### config.mk
export PLATFORM = sky130hd
export DESIGN_NAME = alu_seq
export DESIGN_NICKNAME = d
export VERILOG_FILES = /design/src/rtl/alu_pkg.sv /design/src/rtl/alu_mul_iter.sv /design/src/rtl/alu_seq.sv
export SDC_FILE = /design/constraint.sdc
export NUM_CORES = 1
export LEC_CHECK = 0
export ABC_CLOCK_PERIOD_IN_PS = 6090
export CAP_MARGIN = 20
export CORE_UTILIZATION = 35
export CTS_BUF_LIST = sky130_fd_sc_hd__clkbuf_16
export DETAILED_ROUTE_END_ITERATION = 10
export RECOVER_POWER = 50
export SYNTH_ARGS = -nofsm -noshare
export SYNTH_HDL_FRONTEND = slang
export SYNTH_SLANG_ARGS = --single-unit
### constraint.sdc
create_clock -name CLK -period 6.09 [get_ports CLK]
set_clock_uncertainty 0.15 [all_clocks]
set_input_delay 0.609 -clock CLK [delete_from_list [all_inputs] [get_ports CLK]]
set_output_delay 0.609 -clock CLK [all_outputs]
set_load 0.01 [all_outputs]
### src/rtl/alu_pkg.sv
// Shared definitions for the sequential ALU: opcodes, flag bit positions and FSM states.
package alu_pkg;

    localparam int unsigned OP_NOP = 0;
    localparam int unsigned OP_EQZ = 1;
    localparam int unsigned OP_LTZ = 2;
    localparam int unsigned OP_ADD = 3;
    localparam int unsigned OP_SUB = 4;
    localparam int unsigned OP_MUL = 5;

    localparam int unsigned FLG_N = 3;
    localparam int unsigned FLG_Z = 2;
    localparam int unsigned FLG_C = 1;
    localparam int unsigned FLG_V = 0;

    typedef enum logic {
        StIdle,
        StMulBusy
    } alu_state_e;

endpackage

### src/rtl/alu_mul_iter.sv
// Iterative shift-add unsigned multiplier: one partial product per cycle, WIDTH cycles per start.
module alu_mul_iter #(
    parameter int unsigned WIDTH = 32
) (
    input  logic             clk,
    input  logic             rst_n,
    input  logic             start,
    input  logic [WIDTH-1:0] a,
    input  logic [WIDTH-1:0] b,
    output logic             done,
    output logic [WIDTH-1:0] product
);

    localparam int unsigned CW = $clog2(WIDTH + 1);

    logic             busy_q, busy_d;
    logic [WIDTH-1:0] mcand_q, mcand_d;
    logic [WIDTH-1:0] mplier_q, mplier_d;
    logic [WIDTH-1:0] acc_q, acc_d;
    logic [CW-1:0]    cnt_q, cnt_d;
    logic [WIDTH-1:0] acc_step;

    assign acc_step = acc_q + (mplier_q[0] ? mcand_q : '0);
    // The final step's sum is presented directly so the result lands on the same edge.
    assign product  = acc_step;

    always_comb begin
        busy_d   = busy_q;
        mcand_d  = mcand_q;
        mplier_d = mplier_q;
        acc_d    = acc_q;
        cnt_d    = cnt_q;
        done     = 1'b0;
        if (start) begin
            busy_d   = 1'b1;
            mcand_d  = a;
            mplier_d = b;
            acc_d    = '0;
            cnt_d    = '0;
        end else if (busy_q) begin
            acc_d    = acc_step;
            mcand_d  = mcand_q << 1;
            mplier_d = mplier_q >> 1;
            cnt_d    = cnt_q + CW'(1);
            if (cnt_q == CW'(WIDTH - 1)) begin
                done   = 1'b1;
                busy_d = 1'b0;
            end
        end
    end

    always_ff @(posedge clk or negedge rst_n) begin
        if (!rst_n) begin
            busy_q   <= 1'b0;
            mcand_q  <= '0;
            mplier_q <= '0;
            acc_q    <= '0;
            cnt_q    <= '0;
        end else begin
            busy_q   <= busy_d;
            mcand_q  <= mcand_d;
            mplier_q <= mplier_d;
            acc_q    <= acc_d;
            cnt_q    <= cnt_d;
        end
    end

endmodule

### src/rtl/alu_seq.sv
// Handshaked ALU with registered result slot; single-cycle ops plus an iterative MUL.
module alu_seq
    import alu_pkg::*;
#(
    parameter int unsigned WIDTH = 32,
    parameter int unsigned OPW   = 8
) (
    input  logic             CLK,
    input  logic             RST,
    input  logic             in_valid,
    output logic             in_ready,
    input  logic [OPW-1:0]   inst,
    input  logic [WIDTH-1:0] a,
    input  logic [WIDTH-1:0] b,
    output logic             out_valid,
    input  logic             out_ready,
    output logic [WIDTH-1:0] o,
    output logic             statupd8,
    output logic [3:0]       flags
);

    alu_state_e       state_q, state_d;
    logic             out_valid_q, out_valid_d;
    logic [WIDTH-1:0] o_q, o_d;
    logic             stat_q, stat_d;
    logic [3:0]       flags_q, flags_d;

    logic             accept, is_mul, mul_done;
    logic [WIDTH-1:0] mul_product;
    logic [WIDTH:0]   add_ext, sub_ext;
    logic [WIDTH-1:0] res_o;
    logic             res_s;
    logic [3:0]       res_f;

    assign in_ready  = (state_q == StIdle) && (!out_valid_q || out_ready);
    assign accept    = in_valid && in_ready;
    assign is_mul    = (inst == OPW'(OP_MUL));
    assign out_valid = out_valid_q;
    assign o         = o_q;
    assign statupd8  = stat_q;
    assign flags     = flags_q;

    assign add_ext = {1'b0, a} + {1'b0, b};
    assign sub_ext = {1'b0, a} - {1'b0, b};

    alu_mul_iter #(
        .WIDTH (WIDTH)
    ) u_mul (
        .clk     (CLK),
        .rst_n   (RST),
        .start   (accept && is_mul),
        .a       (a),
        .b       (b),
        .done    (mul_done),
        .product (mul_product)
    );

    always_comb begin
        res_o = '0;
        res_s = 1'b0;
        res_f = '0;
        case (inst)
            OPW'(OP_EQZ), OPW'(OP_LTZ): begin
                res_s        = (inst == OPW'(OP_EQZ)) ? (a == '0) : a[WIDTH-1];
                res_f[FLG_N] = a[WIDTH-1];
                res_f[FLG_Z] = (a == '0);
            end
            OPW'(OP_ADD): begin
                res_o        = add_ext[WIDTH-1:0];
                res_f[FLG_C] = add_ext[WIDTH];
                res_f[FLG_V] = (a[WIDTH-1] == b[WIDTH-1]) && (add_ext[WIDTH-1] != a[WIDTH-1]);
                res_f[FLG_N] = add_ext[WIDTH-1];
                res_f[FLG_Z] = (add_ext[WIDTH-1:0] == '0);
            end
            OPW'(OP_SUB): begin
                res_o        = sub_ext[WIDTH-1:0];
                res_f[FLG_C] = sub_ext[WIDTH];
                res_f[FLG_V] = (a[WIDTH-1] != b[WIDTH-1]) && (sub_ext[WIDTH-1] != a[WIDTH-1]);
                res_f[FLG_N] = sub_ext[WIDTH-1];
                res_f[FLG_Z] = (sub_ext[WIDTH-1:0] == '0);
            end
            default: ;
        endcase
    end

    always_comb begin
        state_d     = state_q;
        out_valid_d = out_valid_q;
        o_d         = o_q;
        stat_d      = stat_q;
        flags_d     = flags_q;
        if (out_valid_q && out_ready) begin
            out_valid_d = 1'b0;
        end
        unique case (state_q)
            StIdle: begin
                if (accept) begin
                    if (is_mul) begin
                        state_d = StMulBusy;
                    end else begin
                        out_valid_d = 1'b1;
                        o_d         = res_o;
                        stat_d      = res_s;
                        flags_d     = res_f;
                    end
                end
            end
            StMulBusy: begin
                if (mul_done) begin
                    state_d        = StIdle;
                    out_valid_d    = 1'b1;
                    o_d            = mul_product;
                    stat_d         = 1'b0;
                    flags_d        = '0;
                    flags_d[FLG_N] = mul_product[WIDTH-1];
                    flags_d[FLG_Z] = (mul_product == '0);
                end
            end
            default: state_d = StIdle;
        endcase
    end

    always_ff @(posedge CLK or negedge RST) begin
        if (!RST) begin
            state_q     <= StIdle;
            out_valid_q <= 1'b0;
            o_q         <= '0;
            stat_q      <= 1'b0;
            flags_q     <= '0;
        end else begin
            state_q     <= state_d;
            out_valid_q <= out_valid_d;
            o_q         <= o_d;
            stat_q      <= stat_d;
            flags_q     <= flags_d;
        end
    end

endmodule

Yosys cells after proc, flatten, opt, wreduce, memory -nomap -nowiden --
Index checks and enable logic that the tools add are counted.
Word-level totals: RAM bits 0, bits in latches 0, word-level logic and storage cells 84, bits in read-only memories 0, register bits after elaboration 142, bits of input ports 76, output and inout bits 39, memories 0
Cells by class: add/sub/neg operators 4, eq/ne operators 13, reduce and logical (&&, ||, !) cells 15, divide/modulo/power cells 0, shift-type cells 0, multiply operators 0, mux-type cells 41, $lt $le $gt $ge 0, bitwise gates (word level) 1
Operator list (number):
- 32-bit two-way mux | 10
- 32-bit zero test | 4
- 32-bit case mux with 2 select lines | 2
- 32-bit by 32-bit adder with 33-bit output | 1
- 32-bit by 32-bit subtractor with 33-bit output | 1
- 32-bit adder | 1
- 1-bit two-way mux | 18
- 8-bit by 2-bit == test with 1-bit output (second input constant) | 2
- 8-bit by 3-bit == test with 1-bit output (second input constant) | 2
- 4-bit two-way mux | 3
- 6-bit two-way mux | 2
- 8-bit by 1-bit == test with 1-bit output (second input constant) | 1
- 4-bit case mux with 2 select lines | 1
- 6-bit by 1-bit adder with 6-bit output (second input constant) | 1
- 6-bit by 5-bit == test with 1-bit output (second input constant) | 1
- 1-bit logical AND | 6
- 1-bit case mux with 2 select lines | 3
- 2-bit case mux with 3 select lines | 1
- 2-bit inequality test (second input constant) | 2
- 2-bit case mux with 2 select lines | 1
- 1-bit inequality test | 3
- 3-bit AND reduction | 1
- 2-bit by 1-bit inequality test with 1-bit output (second input constant) | 1
- 2-bit nonzero test | 1
- 5 further kinds | 5

Longest topological paths before layout --
Gate-level depths: netlist (run 1).
word-level depth 8, gate-level depth with buffers 15, gate-level depth less buffers 15

Modules after synthesis --
Synthesis (run 1) repeated with hierarchy kept, for this count alone.
Unflattened totals: cells, all modules 1660, area, all modules 13267.7 µm²
Modules (own cells, without submodules):
- alu_seq | sequential area each 975.9 µm², cells each 926, instances 1, area each 6701.4 µm²
- alu_mul_iter | sequential area each 2577.5 µm², cells each 734, instances 1, area each 6566.3 µm²

Least setup slack after synthesis (run 1) --
No wires, ideal clock.
path type reg-to-reg, start point register u_mul.mplier_q[0], end point register flags_q[2] (netlist: flags[2]), arrival 3.486 ns, required time 5.870 ns, buffers on the path 1, cell stages (with the launch flop) 16, period minus slack after synthesis 3.706 ns, setup slack 2.384 ns, setup time 0.070 ns, cells stage by stage dfrtp_1 -> clkbuf_1 -> and2_1 -> ha_1 -> fa_1 -> a211oi_1 -> o21ai_1 -> nand3_1 -> inv_1 -> or3_1 -> a211o_1 -> or4b_1 -> nor4_1 -> nand4_1 -> nor4_1 -> nand3b_1
On the way: word-level cells in the longest chain between the ends 5
Ends and longest elaborated chain:
- from (decl) | line alu_mul_iter.sv:18 | logic [WIDTH-1:0] mplier_q, mplier_d;
- from (signal assigned) | line alu_mul_iter.sv:62 | mplier_q <= mplier_d;
- 32-bit two-way mux | line alu_mul_iter.sv:23 | assign acc_step = acc_q + (mplier_q[0] ? mcand_q : '0);
- 32-bit adder | line alu_mul_iter.sv:23
- 32-bit zero test | line alu_seq.sv:116 | flags_d[FLG_Z] = (mul_product == '0);
- 4-bit two-way mux | line alu_seq.sv:109 | if (mul_done) begin
- 4-bit case mux with 2 select lines | line alu_seq.sv:95 | unique case (state_q)
- to (signal assigned) | line alu_seq.sv:135 | flags_q <= flags_d;
- to (decl) | line alu_seq.sv:26 | logic [3:0] flags_q, flags_d;
Every way passes these cells. The select of a mux whose other input is x is not followed. A chain may end at the register's enable or synchronous reset.

Worst setup path after layout (run 1) --
start point input port a[16], end point register flags_q[2] (netlist: flags[2])
On the way: word-level cells in the longest chain between the ends 6, elaborated cells between the ends (all ways) 9, those cells by class 2 x add/sub; 4 x mux; 3 x reduce/logical
Ends and longest elaborated chain:
- from (decl) | line alu_seq.sv:13 | input logic [WIDTH-1:0] a,
- 32-bit by 32-bit subtractor with 33-bit output / 32-bit by 32-bit adder with 33-bit output (equally long branches) | line alu_seq.sv:44, alu_seq.sv:43
- 32-bit zero test, on equally long branches | line alu_seq.sv:80, alu_seq.sv:73
- 2-bit case mux with 3 select lines * | line alu_seq.sv:62 | case (inst)
- 4-bit two-way mux * | line alu_seq.sv:98 | if (is_mul) begin
- 4-bit two-way mux * | line alu_seq.sv:97 | if (accept) begin
- 4-bit case mux with 2 select lines * | line alu_seq.sv:95
Mark *: on every way between the ends. The rest lies on a longest branch, timed or not. The select of a mux whose other input is x is not followed.

==> out/results.txt, run 1 <==
RSZ-0062 raised after global routing = false
placed cell areas = 14600 sq um
Area contributors post-synth = dfrtp_1, ha_1, mux2i_1
DRC errors left = 0
CTS sink cnt = 142
critical path fanouts, max = 15
drt pass-1 iters = 6
hpwl dp = 36000 microns
antenna violations before repair = 1
post-DR wirelength/cell = 21.6 microns
ant diodes = 0
cell area after layout = 15200 sq um
vias in the first global route = 12400
Critical Path AT = 5170 ps
antenna-violating nets left = 0
top-count cell post-synth = nand2_1
die area = 38300 sq um
final hold slack = 323 ps
Area Overhead vs Synth = 16.0%
Clock transition at path regs = 70 ps
Post-Syn Instances = 1617
gpl congestion = 0.912
worst setup path category = primary input to flop
Fin. Hold Viols = 0
Slew @ Worst Pin = 3290 ps
Final Max Tran Viols = 54
top cells by count, synth = nand2_1, o21ai_0, dfrtp_1
number of post-CTS setup repair buffers = 0
Total GRT Usage = 0.245
post-synthesis sequential area ratio = 0.270
Rows = 70
MaxCap Viol Count = 1
worst-skew pair later-pin latency = 460 ps
Syn Nets = 1793
CP bufs+invs = 2
maximum VDD drop = 221 uV
Async SR Flop Fraction = 1.00
Final min period = 4930 ps
Setup TNS = 0 ps
Req. time, crit path = 6340 ps
CTS buffer count = 17
biggest area consumer among synthesized cells = dfrtp_1
CP Capture Type = flop
PD cells = 305 nW/um^2
Initial Utilization = 0.357
yosys warns = 0
Root Buffer = clkbuf_16
pin count of the biggest net entering global routing = 70
layout cell share with drive strength beyond 1 = 0.0598
vias = 12800
Max Root-Sink Buffers = 2
total grt overflow = 0
post-route clock period utilization = 0.809
Yosys reg bits = 142
first-pass GRT wire length = 72500 microns
CP top delay family = compound AO/OA/AOI/OAI gates
Worst slew margin = -1.19
initial drt markers = 1088
mean area per synthesized cell = 8.13 sq um
CTS tree = done
I/O pin cnt = 115
cell chain of the critical path = clkdlybuf4s50_1, ha_1, inv_1, a21oi_1, nand4_1, o31ai_1, a21oi_1, a31oi_1, xnor2_1, nand2_1, nand4bb_1, or4_1, nand3b_1
Critical Path Slowest Stage Cell = o31ai_1
Final nets = 1852
Worst path max stage delay = 790 ps
Finish-stage setup viols = 0
synthesized area = 13100 sq um
port bufs = 114
WL final = 46600 microns
Post-synth EDFFs = 0
most used cell, CP = a21oi_1
area share of the largest cell type after synthesis = 0.270
failing checks = capacitance limit, slew limit
top_reg_cell synth = dfrtp_1
Filler cells = 3734
Hold Path Class = flop to flop
Achievable Freq = 203 MHz
Finished Core Util = 0.415
LEAKAGE = 0.00657 uW
library cells used by synthesis = 95
Core ar. = 36800 sq um
Die Y = 196 microns
crit start category = primary input
Die W = 196 microns
H-tree levels = 4
Vias/cell = 5.94
status = finished, violations left
==> registers in the layout (all words and copies together) (netlist names) <==
name and flops:
state_q 1, o 32, u_mul.mcand_q 32, u_mul.mplier_q 32, u_mul.acc_q 32, u_mul.cnt_q 6
flags 4, out_valid 1, u_mul.busy_q 1, statupd8 1
==> what timing repair did <==
action / 4_1_cts / 5_1_grt
resized for setup: 0 / 0
hold endpoints to repair: 23 / 0
hold buffers: 1 / 0
==> metrics by stage <==
stage	setup WS (ps)	total power, uW	instances
final	1160	4650	2157
after global routing	465	4920	2157
after CTS	1240	4670	2156
after detailed placement	735	3570	2123
after global placement	830	3550	2123
after floorplan	2380	2770	1617
==> cell usage in the layout (no fill, tap or decap), types with 16 or more instances in the layout <==
master           instances
nand2_1                151
o21ai_0                143
dfrtp_1                141
nor2_1                 132
a21oi_1                 97
ha_1                    97
mux2i_1                 95
clkdlybuf4s50_1         91
inv_1                   70
xnor2_1                 57
and2_1                  42
nand3_1                 36
nor3_1                  30
nor4_1                  26
a21o_1                  24
nand4_1                 23
dlygate4sd3_1           23
o31ai_1                 22
a22oi_1                 21
clkbuf_16               17
buf_4                   17
nand2b_1                16
o21a_1                  16
o22ai_1                 16
==> final cells by class <==
cell class,count,area (sq um),share of cell area
clock inverter,15,155,0.0102
clock buffer,17,425,0.0279
multi-input combinational,1307,8940,0.586
inverter,73,274,0.0180
sequential,142,3560,0.233
tap,468,586,0.0384
timing repair buffer,135,1310,0.0859
==> cell families after synthesis <==
| logic type | Yosys count | share of synthesized area |
|---|---|---|
| DFF | 142 | 0.270 |
| xor gates and xnor gates | 71 | 0.0473 |
| adders and majority gates | 100 | 0.0969 |
| buffers and inverters | 168 | 0.0512 |
| AOI/OAI and AO/OA | 492 | 0.248 |
| and+or+nand+nor | 545 | 0.210 |
| muxes | 99 | 0.0758 |
==> metal layers <==
layer / up-vias / routed length, microns / share of wire / global-route usage
li1: 6047 / - / - / -
met1: 6238 / 21600 / 0.46 / 0.339
met2: 445 / 21100 / 0.45 / 0.389
met3: 79 / 2550 / 0.055 / 0.0404
met4: 2 / 1340 / 0.029 / 0.0770
met5: - / 14 / 0.00030 / 0
==> final timing paths <==
check	from	endpoint	slack, ps	cells past startpoint
worst max-delay path	a[16]	flags[2]$_DFFE_PN0P_	1160	13
worst min-delay path	o[12]$_DFFE_PN0P_	o[12]$_DFFE_PN0P_	320	2
worst max register to register	u_mul.mplier_q[0]$_DFFE_PN0P_	flags[2]$_DFFE_PN0P_	1240	14
worst min register to register	o[12]$_DFFE_PN0P_	o[12]$_DFFE_PN0P_	320	2
max in group asynchronous	RST	u_mul.busy_q$_DFF_PN0_	1320	3
min in group asynchronous	RST	u_mul.mplier_q[23]$_DFFE_PN0P_	1650	2
==> where the power goes <==
group          internal [uW]  switching [uW]
sequential              1190             190
combinational            892            1290
clock                    578             507
total                   2660            1990
==> worst reg2reg max path: stages, from the launching register on <==
cell,delay [ps]
dfrtp_1,980
and2_1,240
ha_1,190
fa_1,240
a211oi_1,90
o21ai_1,260
nand2_1,170
o41ai_1,670
nand4_1,170
o311a_1,200
or4b_1,530
nor4_1,310
nand4_1,170
nor4_1,260
nand3b_1,160
Note: power is estimated with default switching activity, not from simulation.
==> run 2, diff against run 1 <==
--- a/config.mk
+++ b/config.mk
@@ -5,7 +5,7 @@
 export SDC_FILE = /design/constraint.sdc
 export NUM_CORES = 1
 export LEC_CHECK = 0
-export ABC_CLOCK_PERIOD_IN_PS = 6090
+export ABC_CLOCK_PERIOD_IN_PS = 4100
 export CAP_MARGIN = 20
 export CORE_UTILIZATION = 35
 export CTS_BUF_LIST = sky130_fd_sc_hd__clkbuf_16
==> constraint.sdc (replaced) <==
create_clock -name CLK -period 4.1 [get_ports CLK]
set_clock_uncertainty 0.15 [all_clocks]
set_input_delay 0.41 -clock CLK [delete_from_list [all_inputs] [get_ports CLK]]
set_output_delay 0.41 -clock CLK [all_outputs]
set_load 0.01 [all_outputs]
==> run 2 against run 1 <==
  * The run still ends with capacitance limit, slew limit left
  * Critical path type is now flop to flop
  * Die area unchanged
  * Via count up 8.4%
  * Worst hold slack worse by 1.4 ps
  * Wire length rose by 8.6%
  * Sequential share of layout area decreased by 3.9 points
  * Register-to-register slack got worse by 1200 ps
  * Critical path depth grew 3
  * Utilization up 8.3 points
  * Sequential cell count stayed put
  * Non-clock buffer count is 349 higher
  * Combinational power is 82% higher
  * Largest power group unchanged
  * Sequential power grew 54%
==> out/results.txt, run 2 (same netlist as run 1, synthesis figures left out) <==
Final WS setup = 23.9 ps (-1140 ps)
placed cells = 2457 (+16%)
CP Capture Type = flop
Sw Share = 0.403 (-0.0242)
status = finished, violations left
worst-skew pair later-pin latency = 450 ps (about the same)
failing checks = capacitance limit, slew limit
drt pass-1 iters = 5 (-1)
post-DR wirelength/cell = 20.2 microns (-6.4%)
Achievable Freq = 245 MHz
Final Instance Count excl. Fillers = 2505 (+16%)
Setup TNS = 0 ps (unchanged)
Hold Path Class = flop to flop
DRC errors left = 0 (unchanged)
r2r setup slk = 20 ps (-1220 ps)
clock power share = 0.222 (-0.012)
pre-CTS setup slack = -465 ps (-1200 ps)
maximum VDD drop = 355 uV (+61%)
Req. time, crit path = 4340 ps (-2000 ps)
internal power = 4680 uW (+76%)
Comb power frac = 0.506 (+0.037)
vias in the first global route = 13600 (+9.8%)
commonest non-fill, non-tap cells in the layout = buf_4, nand2_1, dfrtp_1
die area = 38300 sq um (unchanged)
WL final = 50700 microns (+8.6%)
Worst slew margin = -0.396 (+0.797)
Core ar. = 36800 sq um (unchanged)
Root Buffer = clkbuf_16
layout cell share with drive strength beyond 1 = 0.246 (+0.187)
crit start category = flop
Final min period = 4080 ps
Vias/cell = 5.55 (-6.6%)
ant diodes = 0 (unchanged)
Net Sw Power = 3160 uW (+59%)
R2R depth = 16 (+2)
total grt overflow = 0 (unchanged)
Total GRT Usage = 0.263 (+0.0179)
Die W = 196 microns (unchanged)
vias = 13900 (+8.4%)
Critical Path AT = 4320 ps (-850 ps)
antenna-violating nets left = 0 (unchanged)
Area Overhead vs Synth = 39.2%
Fin. Hold Viols = 0 (unchanged)
CTS sink cnt = 142 (unchanged)
hpwl dp = 39800 microns (+10%)
Worst Hold Launch = o[15]$_DFFE_PN0P_
pin count of the biggest net entering global routing = 143 (+100%)
Filler cells = 3570 (-4.4%)
gpl congestion = 0.935 (+2.5%)
CTS tree = done
Final nets = 2201 (+19%)
antenna violations before repair = 0 (-1)
PD cells = 428 nW/um^2 (+41%)
reg-to-reg endpoint = flags[2]$_DFFE_PN0P_
CTS buffer count = 17 (unchanged)
Slew @ Worst Pin = 2090 ps (-1200 ps)
area taken by multi-input logic gates = 9310 sq um (+4.2%)
Seq pwr share = 0.272 (-0.025)
first-pass GRT wire length = 78100 microns (+7.7%)
I/O pin cnt = 115 (unchanged)
Die Y = 196 microns (unchanged)
register area = 3560 sq um (unchanged)
critical path fanouts, max = 14 (-1)
Final Max Tran Viols = 143 (+160%)
worst r2r src = u_mul.mplier_q[0]$_DFFE_PN0P_
Max Root-Sink Buffers = 2 (unchanged)
post-route clock period utilization = 0.994
Clock transition at path regs = 70 ps (about the same)
Finish-stage setup viols = 0 (unchanged)
LEAKAGE = 0.00838 uW (+28%)
Hold Path Sink = o[15]$_DFFE_PN0P_
MaxCap Viol Count = 1 (unchanged)
initial drt markers = 1379 (+27%)
hold path depth = 2 (unchanged)
Initial Utilization = 0.357 (unchanged)
H-tree levels = 4 (unchanged)
Rows = 70 (unchanged)
worst setup path category = flop to flop
port bufs = 114 (unchanged)
RSZ-0062 raised after global routing = true
most common library cell in the layout ignoring fill and taps = buf_4
## run 2: cell count changes in the layout (fill, tap and decap cells not counted), sizes merged
| cell | previous run | this run |
|---|---|---|
| dlygate4sd3 | 23 | 20 |
| clkdlybuf4s50 | 91 | 94 |
| clkdlybuf4s25 | 0 | 1 |
| inv | 80 | 77 |
| clkinvlp | 2 | 3 |
| buf | 18 | 368 |
| clkinv | 5 | 3 |
| clkbuf | 20 | 18 |
| bufinv | 1 | 4 |
## run 2: worst max-delay path by stage
stage,slack (ps),startpoint,endpoint,cells after the start
after detailed placement,-470,a[0],flags[2]$_DFFE_PN0P_,14
after floorplan,390,u_mul.mplier_q[0]$_DFFE_PN0P_,flags[2]$_DFFE_PN0P_,15
final,20,u_mul.mplier_q[0]$_DFFE_PN0P_,flags[2]$_DFFE_PN0P_,16
after global placement,-290,a[0],flags[2]$_DFFE_PN0P_,14
after CTS,0.6,u_mul.mplier_q[0]$_DFFE_PN0P_,flags[2]$_DFFE_PN0P_,16
after global routing,-90,u_mul.mplier_q[0]$_DFFE_PN0P_,flags[2]$_DFFE_PN0P_,16
## run 2: cell type report
type,instances,share of cell area
timing repair buffer,484,0.216
tap,468,0.0320
sequential,142,0.194
clock inverter,14,0.0106
inverter,73,0.0150
clock buffer,17,0.0232
multi-input combinational,1307,0.509
## run 2: metrics by stage
step	total power (uW)	hold WS [ps]	cell area (sq um)	utilization
final	7840	321	18300	0.497
after global placement	5900	312	17200	0.467
after global routing	8260	352	18300	0.497
after CTS	7810	334	18200	0.494
after floorplan	4120	-35.6	13100	-
after detailed placement	5960	320	17200	0.467
## run 2: power groups by stage
stage / clock network, uW / logic, uW / registers [uW]
2_1_floorplan: 0 / 2090 / 2020
3_3_place_gp: 0 / 3780 / 2120
3_5_place_dp: 0 / 3820 / 2130
4_1_cts: 1760 / 3930 / 2130
5_1_grt: 1820 / 4270 / 2170
6_report: 1740 / 3970 / 2130
## run 2: what timing repair did
item | CTS | global route
buffers inserted | 14 | 3
setup endpoints to repair | 3 | 3
hold endpoints to repair | 28 | 0
pin swaps | 31 | 14
gates resized for setup | 45 | 23
hold buffers | 1 | 0
## run 2: per-layer routing
metal | track usage | up-vias | share of wire
met5 | 0 | - | 0
met4 | 0.0657 | 0 | 0.020
met3 | 0.0308 | 58 | 0.055
met2 | 0.430 | 461 | 0.46
met1 | 0.367 | 6631 | 0.46
li1 | - | 6743 | -
## run 2: critical path: stages (launching register included)
cell,delay (ps)
dfrtp_1,430
buf_12,160
and2_1,160
ha_1,320
nand4_1,190
o21bai_2,110
buf_4,160
nor3_4,240
o41ai_4,130
buf_4,150
o311a_1,360
or4b_4,560
nor4_4,290
nand4_1,160
nor4_2,180
buf_4,160
nand3b_1,90
